===== config.mk =====
export PLATFORM = sky130hd
export DESIGN_NAME = conv_relu_pool
export DESIGN_NICKNAME = d
export VERILOG_FILES = /design/src/rtl/conv_relu_pool.sv
export SDC_FILE = /design/constraint.sdc
export NUM_CORES = 1
export LEC_CHECK = 0
export CAP_MARGIN = 15
export CORE_MARGIN = 2
export CORE_UTILIZATION = 55
export DETAILED_ROUTE_END_ITERATION = 8
export HOLD_SLACK_MARGIN = 0.05
export PLACE_DENSITY = 0.84
export SYNTH_ARGS = -nofsm -noshare
export SYNTH_HDL_FRONTEND = slang
export SYNTH_SLANG_ARGS = --single-unit

===== constraint.sdc =====
create_clock -name clk -period 5.85 [get_ports clk]
set_input_delay 1.755 -clock clk [delete_from_list [all_inputs] [get_ports clk]]
set_output_delay 1.755 -clock clk [all_outputs]
set_load 0.05 [all_outputs]

===== src/rtl/conv_relu_pool.sv =====
// conv_relu_pool: takes paired conv result rows and applies ReLU, requantisation
// and saturation, then 2x2 max-pooling. Pooled words are buffered in a small FIFO
// that drains over valid/ready. The upstream stage cannot be stalled, so a word
// that arrives while the FIFO is full is dropped and the loss is flagged (sticky).
//
// The pooling phase is just col[0]: even columns hold a value, odd columns push.
// col restarts at 0 on every row-pair, so the two always agree.
module conv_relu_pool #(
    parameter int DATA_W     = 25,
    parameter int OUT_W      = 12,
    parameter int SHIFT      = 8,
    parameter int ROW_LEN    = 61,
    parameter int FIFO_DEPTH = 8
) (
    input  logic              clk,
    input  logic              rst_n,
    input  logic              clear,
    input  logic [DATA_W-1:0] port0,
    input  logic              port0_valid,
    input  logic [DATA_W-1:0] port1,
    input  logic              port1_valid,
    output logic [OUT_W-1:0]  out_data,
    output logic              out_valid,
    input  logic              out_ready,
    output logic              out_last,
    output logic              overflow,
    output logic              proto_err
);

    localparam int PTR_W = $clog2(FIFO_DEPTH);
    localparam int CNT_W = PTR_W + 1;
    localparam int COL_W = $clog2(ROW_LEN);
    localparam logic [OUT_W-1:0] SAT = '1;
    localparam logic [COL_W-1:0] COL_END = COL_W'(ROW_LEN - 1);
    localparam logic [CNT_W-1:0] CNT_FULL = CNT_W'(FIFO_DEPTH);

    // ReLU, then shift down, then clamp to the unsigned output range
    function automatic logic [OUT_W-1:0] quant(input logic [DATA_W-1:0] v);
        logic [DATA_W-1:0] sh;
        sh = v >> SHIFT;
        if (v[DATA_W-1])
            quant = '0;
        else if (sh > DATA_W'(SAT))
            quant = SAT;
        else
            quant = sh[OUT_W-1:0];
    endfunction

    function automatic logic [OUT_W-1:0] max2(input logic [OUT_W-1:0] a,
                                              input logic [OUT_W-1:0] b);
        max2 = (a > b) ? a : b;
    endfunction

    logic [OUT_W-1:0] s1_l0;
    logic [OUT_W-1:0] s1_l1;
    logic             s1_vld;

    logic [COL_W-1:0] col;
    logic [OUT_W-1:0] held;

    logic [OUT_W-1:0] m01;
    logic             at_end;
    logic             odd_col;
    logic             push;
    logic [OUT_W-1:0] push_data;

    logic [OUT_W:0]   mem [FIFO_DEPTH];
    logic [PTR_W-1:0] wr_ptr;
    logic [PTR_W-1:0] rd_ptr;
    logic [CNT_W-1:0] count;
    logic [OUT_W:0]   head;
    logic             full;
    logic             pop;
    logic             push_ok;

    // Stage 1: quantise both lanes; a missing lower row contributes zero
    always_ff @(posedge clk or negedge rst_n) begin
        if (!rst_n) begin
            s1_l0  <= '0;
            s1_l1  <= '0;
            s1_vld <= 1'b0;
        end else if (clear) begin
            s1_l0  <= '0;
            s1_l1  <= '0;
            s1_vld <= 1'b0;
        end else begin
            s1_vld <= port0_valid;
            s1_l0  <= port0_valid ? quant(port0) : '0;
            s1_l1  <= (port0_valid && port1_valid) ? quant(port1) : '0;
        end
    end

    // Sticky flag for a lower-row beat without its upper row
    always_ff @(posedge clk or negedge rst_n) begin
        if (!rst_n)
            proto_err <= 1'b0;
        else if (clear)
            proto_err <= 1'b0;
        else if (port1_valid && !port0_valid)
            proto_err <= 1'b1;
    end

    // Pool decision: odd columns and the trailing column of an odd-length row push
    always_comb begin
        m01       = max2(s1_l0, s1_l1);
        at_end    = (col == COL_END);
        odd_col   = col[0];
        push      = s1_vld && (odd_col || at_end);
        push_data = odd_col ? max2(held, m01) : m01;
    end

    // Stage 2: column tracking and the held half of the pooling window
    always_ff @(posedge clk or negedge rst_n) begin
        if (!rst_n) begin
            col  <= '0;
            held <= '0;
        end else if (clear) begin
            col  <= '0;
            held <= '0;
        end else if (s1_vld) begin
            col <= at_end ? '0 : col + COL_W'(1);
            if (!odd_col)
                held <= m01;
        end
    end

    assign full    = (count == CNT_FULL);
    assign out_valid = (count != '0);
    assign pop     = out_valid && out_ready;
    assign push_ok = push && (!full || pop);
    assign head    = mem[rd_ptr];
    assign out_data = out_valid ? head[OUT_W-1:0] : '0;
    assign out_last = out_valid ? head[OUT_W] : 1'b0;

    // Output FIFO; a push into a full FIFO survives only if the head leaves this cycle
    always_ff @(posedge clk or negedge rst_n) begin
        if (!rst_n) begin
            for (int i = 0; i < FIFO_DEPTH; i++)
                mem[i] <= '0;
            wr_ptr   <= '0;
            rd_ptr   <= '0;
            count    <= '0;
            overflow <= 1'b0;
        end else if (clear) begin
            wr_ptr   <= '0;
            rd_ptr   <= '0;
            count    <= '0;
            overflow <= 1'b0;
        end else begin
            if (push_ok) begin
                mem[wr_ptr] <= {at_end, push_data};
                wr_ptr      <= wr_ptr + PTR_W'(1);
            end
            if (pop)
                rd_ptr <= rd_ptr + PTR_W'(1);
            if (push_ok && !pop)
                count <= count + CNT_W'(1);
            else if (!push_ok && pop)
                count <= count - CNT_W'(1);
            if (push && !push_ok)
                overflow <= 1'b1;
        end
    end

endmodule


# Yosys cells after proc, flatten, opt, wreduce, memory -nomap -nowiden
# Cells that the tools add are included.
# op_classes
n_addsub,5
n_lt_le_gt_ge,7
n_eq_ne,3
mux,37
n_bitwise,3
reduce_logical,24
# ops
op,n
2-to-1 mux 12 bit,15
bitwise mux 104 bit,1
binary-select mux 13 bit (select 3 bit),1
demux 13 bit (select 3 bit),1
2-to-1 mux 13 bit,3
"> comparator 17 x 12 -> 1 bit, second input constant",2
> comparator 12 bit,2
2-to-1 mux 6 bit,3
2-to-1 mux 3 bit,4
2-to-1 mux 4 bit,3
nonzero test 2 bit,5
logical AND 1 bit,9
"greater-or-equal comparator 4 bit, second input constant",2
NOT 3 -> 4 bit,2
"adder 3 x 1 -> 3 bit, second input constant",2
"adder 6 x 1 -> 6 bit, second input constant",1
"== test 6 bit, second input constant",1
2-to-1 mux 1 bit,6
"adder 4 x 1 -> 4 bit, second input constant",1
"== test 4 bit, second input constant",1
logical NOT 1 bit,4
"less-than comparator 4 x 1 -> 1 bit, second input constant",1
AND reduction 2 bit,2
nonzero test 4 bit,1
other kinds (5),6
# word_totals
reg_bits,159
input_bits,56
out_inout_bits,16
elab_cells,97

# Depth between registers and ports, before layout
# depth
ltp_word,9
ltp_mapped,20
mapped_depth_nobuf,18

# Worst setup path after synthesis
# Ideal clock, no wire load.
# synth_path
path_type,reg2reg
start,register s1_l0[10]
end,register mem[10] (netlist name)
setup_ns,0.136
t_arrival_ns,4.268
t_required_ns,5.714
slack_ns,1.446
stages_incl_launch_ff,19
path_buffers,2
synth_period_minus_slack_ns,4.404
cell_sequence,dfrtp_1 > ha_1 > nand4_2 > a211o_1 > a31oi_4 > clkbuf_1 > nor2_1 > a21oi_1 > ha_1 > and4_1 > nand4_1 > a21boi_0 > a311o_1 > o211ai_1 > a31oi_1 > o31ai_4 > buf_12 > mux2i_2 > o21ai_0
# synth_via
elab_chain_len,6
# synth_rtl
item,line_no,rtl
from (decl),54,logic [OUT_W-1:0] s1_l0;
from (signal assigned),88,s1_l0 <= port0_valid ? quant(port0) : '0;
> comparator 12 bit,51,max2 = (a > b) ? a : b;
2-to-1 mux 12 bit (*),51,
> comparator 12 bit,51,
2-to-1 mux 12 bit,51,
2-to-1 mux 12 bit (*),109,"push_data = odd_col ? max2(held, m01) : m01;"
bitwise mux 104 bit (*),151,"mem[wr_ptr] <= {at_end, push_data};"
"to (signal, indexed assignment)",151,
to (decl),67,logic [OUT_W:0] mem [FIFO_DEPTH];
# Mark *: on every way between the ends. The rest lies on a longest branch, timed or not.
# A chain may end at the register's enable or synchronous reset.

# Final worst setup path
# layout_path
start,register s1_l1[5]
end,register mem[75] (netlist name)
# layout_via
elab_chain_len,6
# layout_rtl
item,line_no,rtl
from (decl),55,logic [OUT_W-1:0] s1_l1;
from (signal assigned),89,s1_l1 <= (port0_valid && port1_valid) ? quant(port1) : '0;
> comparator 12 bit,51,
2-to-1 mux 12 bit (*),51,
> comparator 12 bit,51,
2-to-1 mux 12 bit,51,
2-to-1 mux 12 bit (*),109,
bitwise mux 104 bit (*),151,
# Marked as above.

==> PnR_summary.wiki <==
{| class="wikitable"
! Metric !! Value
|-
| Status || finished clean
|-
| Critical path fanouts, max || 12
|-
| Maximum number of pins on one net before global-route repair || 125
|-
| Most used flip-flop cell after synthesis || dfrtp_1
|-
| Clock slew at reported path FFs || 0.06 ns
|-
| Post-Layout Inst Area || ~0.0093 sq mm
|-
| Number of fill cells || just over 1000
|-
| Netlist area before placement || ~0.0080 sq mm
|-
| Global routing usage summed across all routing layers || between 20% and 30%
|-
| Via count of the first global-routing pass || 5867
|-
| FF-to-FF setup slack || 0.56 ns
|-
| Level count of the clock H-tree || 4
|-
| Clock latency at the later pin of the worst-skew pair || 0.42 ns
|-
| Number of buffers created by CTS || 17
|-
| Vertical die dimension || around 120 um
|-
| Setup Viol. Count Final || 0
|-
| CORE AREA || roughly 0.014 sq mm
|-
| Total number of vias || ~5600
|-
| Post-route DRC || 0
|-
| Buffer and inverter count on the worst path || 2
|-
| Ant. Diodes || 0
|-
| Switch share || 30.9%
|-
| Transition time at the pin with the least slew margin || 0.974 ns
|-
| Proportion of layout cells with a drive suffix above 1 || 16.9%
|-
| Iteration-0 DRC count of the detailed router || 430
|-
| Number of hold-slack violations in the final timing report || 0
|-
| Critical register-to-register path endpoint || mem[75]
|-
| Total Power Consumption || 3.01 mW
|-
| Register-to-Register Path Depth || 18
|-
| Total of flip-flops plus latches after synthesis || 159
|-
| Site row count || 44
|-
| Number of warnings issued by yosys || 0
|-
| Combinational cell fraction of total power || 25.6%
|-
| Clock network power share || a little over a third
|-
| Number of distinct standard cells referenced by the synthesized netlist || 55
|-
| Endpoint required time on the critical path || 6.11 ns
|-
| Number of input and output port buffers inserted || 55
|-
| Sequential fraction of design power || between 30% and 40%
|-
| Worst Hold End || mem[70]
|-
| Leading post-synthesis cells by cell area || dfrtp_1 (50%), mux4_2 (7.3%), mux2_2 (5.6%), ha_1 (4.4%), o21ai_0 (4.3%)
|-
| Total gr overflow || 0
|-
| Most frequent cell after synthesis || dfrtp_1
|-
| Arrival time of the worst setup path || 5.56 ns
|-
| GRT met2 Usage || about two fifths
|-
| Final layout net count || 852
|-
| Async S/R FF share, synth || 100%
|-
| Boundary Pins || 72
|-
| Hpwl dp || about 11 mm
|-
| Cell breakdown of the critical path || inv_1, ha_1, a21oi_1, o21ai_0, nand2_1, a31oi_2, a21oi_1, ha_1, and4_1, nand4_1, a21boi_0, a311o_1, o211ai_1, a31oi_1, o31ai_4, buf_4, mux2i_2, o21ai_0
|-
| Die X || 124 um
|-
| Setup repair after global routing missed its margin || false
|-
| Die area || 0.0155 sq mm
|-
| Area growth from synthesis to layout || 16.8%
|-
| Number of cells upsized or downsized after cts || 0
|-
| Fin. max-slew vios || 0
|-
| Peak VDD IR || 0.224 mV
|-
| F_max || 189 MHz
|-
| Max stage delay on crit path || 0.61 ns
|-
| Hold Path Class || register to register
|-
| Type of destination of the critical path || register
|-
| Register area share after synthesis || roughly 50%
|-
| First-pass GRT wire length || 28.5 mm
|-
| Effective utilization at floorplan || between 50 and 60%
|-
| Top cell types by occurrence after synthesis || dfrtp_1 (159), nand2_1 (86), o21ai_0 (68), nor2_1 (60), mux2_2 (40)
|-
| Post-synth EDFFs || 0
|-
| Startpoint of the lowest-slack register-to-register path || s1_l1[5]
|-
| Clock skew || roughly 0.0095 ns
|-
| CP top delay family || compound AO/OA/AOI/OAI gates
|-
| Gp weighted congestion || 0.894
|-
| Maximum number of buffers from clock root to sink || 2
|-
| Static Leak || 4.11 nW
|-
| Root cell of the clock tree || clkbuf_16
|-
| Max-cap check violation count || 0
|-
| Internal Power || 2.08 mW
|-
| Max-slew headroom || between 30% and 40%
|-
| Post-CTS Setup Repair Bufs || 0
|-
| TritonCTS clock tree || yes
|-
| Post-synthesis cell count || 719
|-
| Most Used Layer, Global Route || met2
|-
| Synth top area share || 49.8%
|-
| Met3 GRT Util || approximately 5.4%
|-
| Pwr Density || 323 mW/mm^2
|-
| Startpoint of the tightest hold check path || mem[70]
|-
| Synthesized Nets || 804
|-
| Global routing met1 resource utilization || between 20 and 30%
|-
| Drt wl/cell || 17.7 um
|-
| Multi-input combinational cell area || about 0.0037 sq mm
|-
| Switching component of the power || a little over 0.9 mW
|-
| Count of hold-fix buffers inserted at cts || 0
|-
| Category of the most critical setup path || register to register
|-
| Biggest area consumer among synthesized cells || dfrtp_1
|-
| Critical-path cell with the highest stage delay || a31oi_2
|-
| Number of iterations in the first detailed-routing pass || 5
|-
| Sinks on the clock net || ~160
|-
| Final critical path time including I/O delays and setup || 5.29 ns
|-
| Category of the worst setup path launch point || register
|-
| Total Neg Setup Slack || 0 ns
|-
| Antenna Violating Nets Remaining || 0
|-
| Dpl cell area || 0.00870 sq mm
|-
| Storage cell area || 0.00398 sq mm
|-
| Mean number of vias per cell || 5.86
|-
| Worst hold stages || 2
|-
| Post-route clock period utilization || approximately nine tenths
|-
| Number of antenna violations at the first check in global routing || 0
|-
| Mean instance size in the synthesized netlist || 11.1 sq um
|-
| Sum of routed wire length over all layers || 17.1 mm
|}
area by class of cell:
class | instances | area share [%]
clock inverter | 9 | 0.899
tap | 184 | 2.47
timing repair buffer | 71 | 7.40
clock buffer | 23 | 5.23
inverter | 30 | 1.21
multi-input combinational | 488 | 40.1
sequential | 159 | 42.7
logic make-up (layout without fill, tap and decap cells):
| family | after synthesis | in the layout | synth area share [%] |
|---|---|---|---|
| flip-flops | 159 | 159 | 49.8 |
| buffers and inverters | 73 | 133 | 3.64 |
| XOR/XNOR | 9 | 9 | 0.987 |
| adder cells (fa/ha/maj) | 29 | 29 | 4.64 |
| AND/OR/NAND/NOR | 196 | 196 | 11.0 |
| AO/OA/AOI/OAI | 157 | 158 | 12.2 |
| multiplexers | 96 | 96 | 17.7 |
worst max path at each step:
stage	depth (start not counted)	to	slack, ns	startpoint
3_3_place_gp	17	mem[75]	0.65	s1_l0[6]
5_1_grt	18	mem[31]	0.20	s1_l1[5]
4_1_cts	17	mem[31]	0.40	s1_l0[6]
2_1_floorplan	18	mem[10]	1.45	s1_l0[10]
3_5_place_dp	17	mem[49]	0.49	s1_l0[6]
6_report	18	mem[75]	0.56	s1_l1[5]
worst register-to-register path: cells and delay by family (launching register included):
kind / cells / cell delay, ns
compound gates: 10 / 2.65
fa+ha+maj: 2 / 0.68
buf+inv: 2 / 0.44
flops: 1 / 0.38
mux: 1 / 0.49
simple gates: 3 / 0.52
routing by layer:
layer  up-vias  routed length, um
met5         -                  0
met2       163               8940
met1      2807               7000
met3        34                798
met4         0                358
li1       2642                  -
flip-flops by register name, summed over array words and instances (netlist names):
signal and flops:
overflow 1, s1_l1 12, wr_ptr 3, held 12, mem 104, col 6
proto_err 1, s1_vld 1, s1_l0 12, rd_ptr 3, count 4
power by group through the flow:
| stage | clock [mW] | sequential, mW | combinational, mW |
|---|---|---|---|
| 6_report | 1.05 | 1.19 | 0.771 |
| 4_1_cts | 1.07 | 1.19 | 0.773 |
| 5_1_grt | 1.12 | 1.19 | 0.840 |
| 2_1_floorplan | 0 | 1.19 | 0.542 |
| 3_3_place_gp | 0 | 1.20 | 0.740 |
| 3_5_place_dp | 0 | 1.21 | 0.768 |
stage by stage:
stage | setup slack (ns) | hold slack, ns | instances | utilization (%)
6_report | 0.559 | 0.480 | 964 | 64.9
5_1_grt | 0.201 | 0.504 | 964 | 64.9
4_1_cts | 0.400 | 0.482 | 961 | 64.6
3_5_place_dp | 0.493 | 0.469 | 929 | 60.6
3_3_place_gp | 0.649 | 0.456 | 929 | 60.6
2_1_floorplan | 1.45 | 0.445 | 719 | -
layout by cell type (no fill, tap or decap), types with 5 or more instances in the layout:
cell / Yosys / routed
mux2_2: 40 / 40
clkdlybuf4s50_1: 0 / 54
buf_4: 0 / 14
a21oi_1: 29 / 29
mux4_2: 26 / 26
nand4_1: 5 / 5
nand2_1: 86 / 86
xnor2_1: 5 / 5
dfrtp_1: 159 / 159
nor3_1: 5 / 5
ha_1: 28 / 28
o21a_1: 25 / 25
clkbuf_16: 0 / 17
nor2b_1: 8 / 8
mux2i_1: 19 / 19
a211oi_1: 14 / 14
mux2i_2: 6 / 6
o21ai_0: 68 / 68
inv_1: 30 / 30
nand3_1: 9 / 9
nor2_1: 60 / 60
No activity file was read; power rests on OpenSTA's default activity.
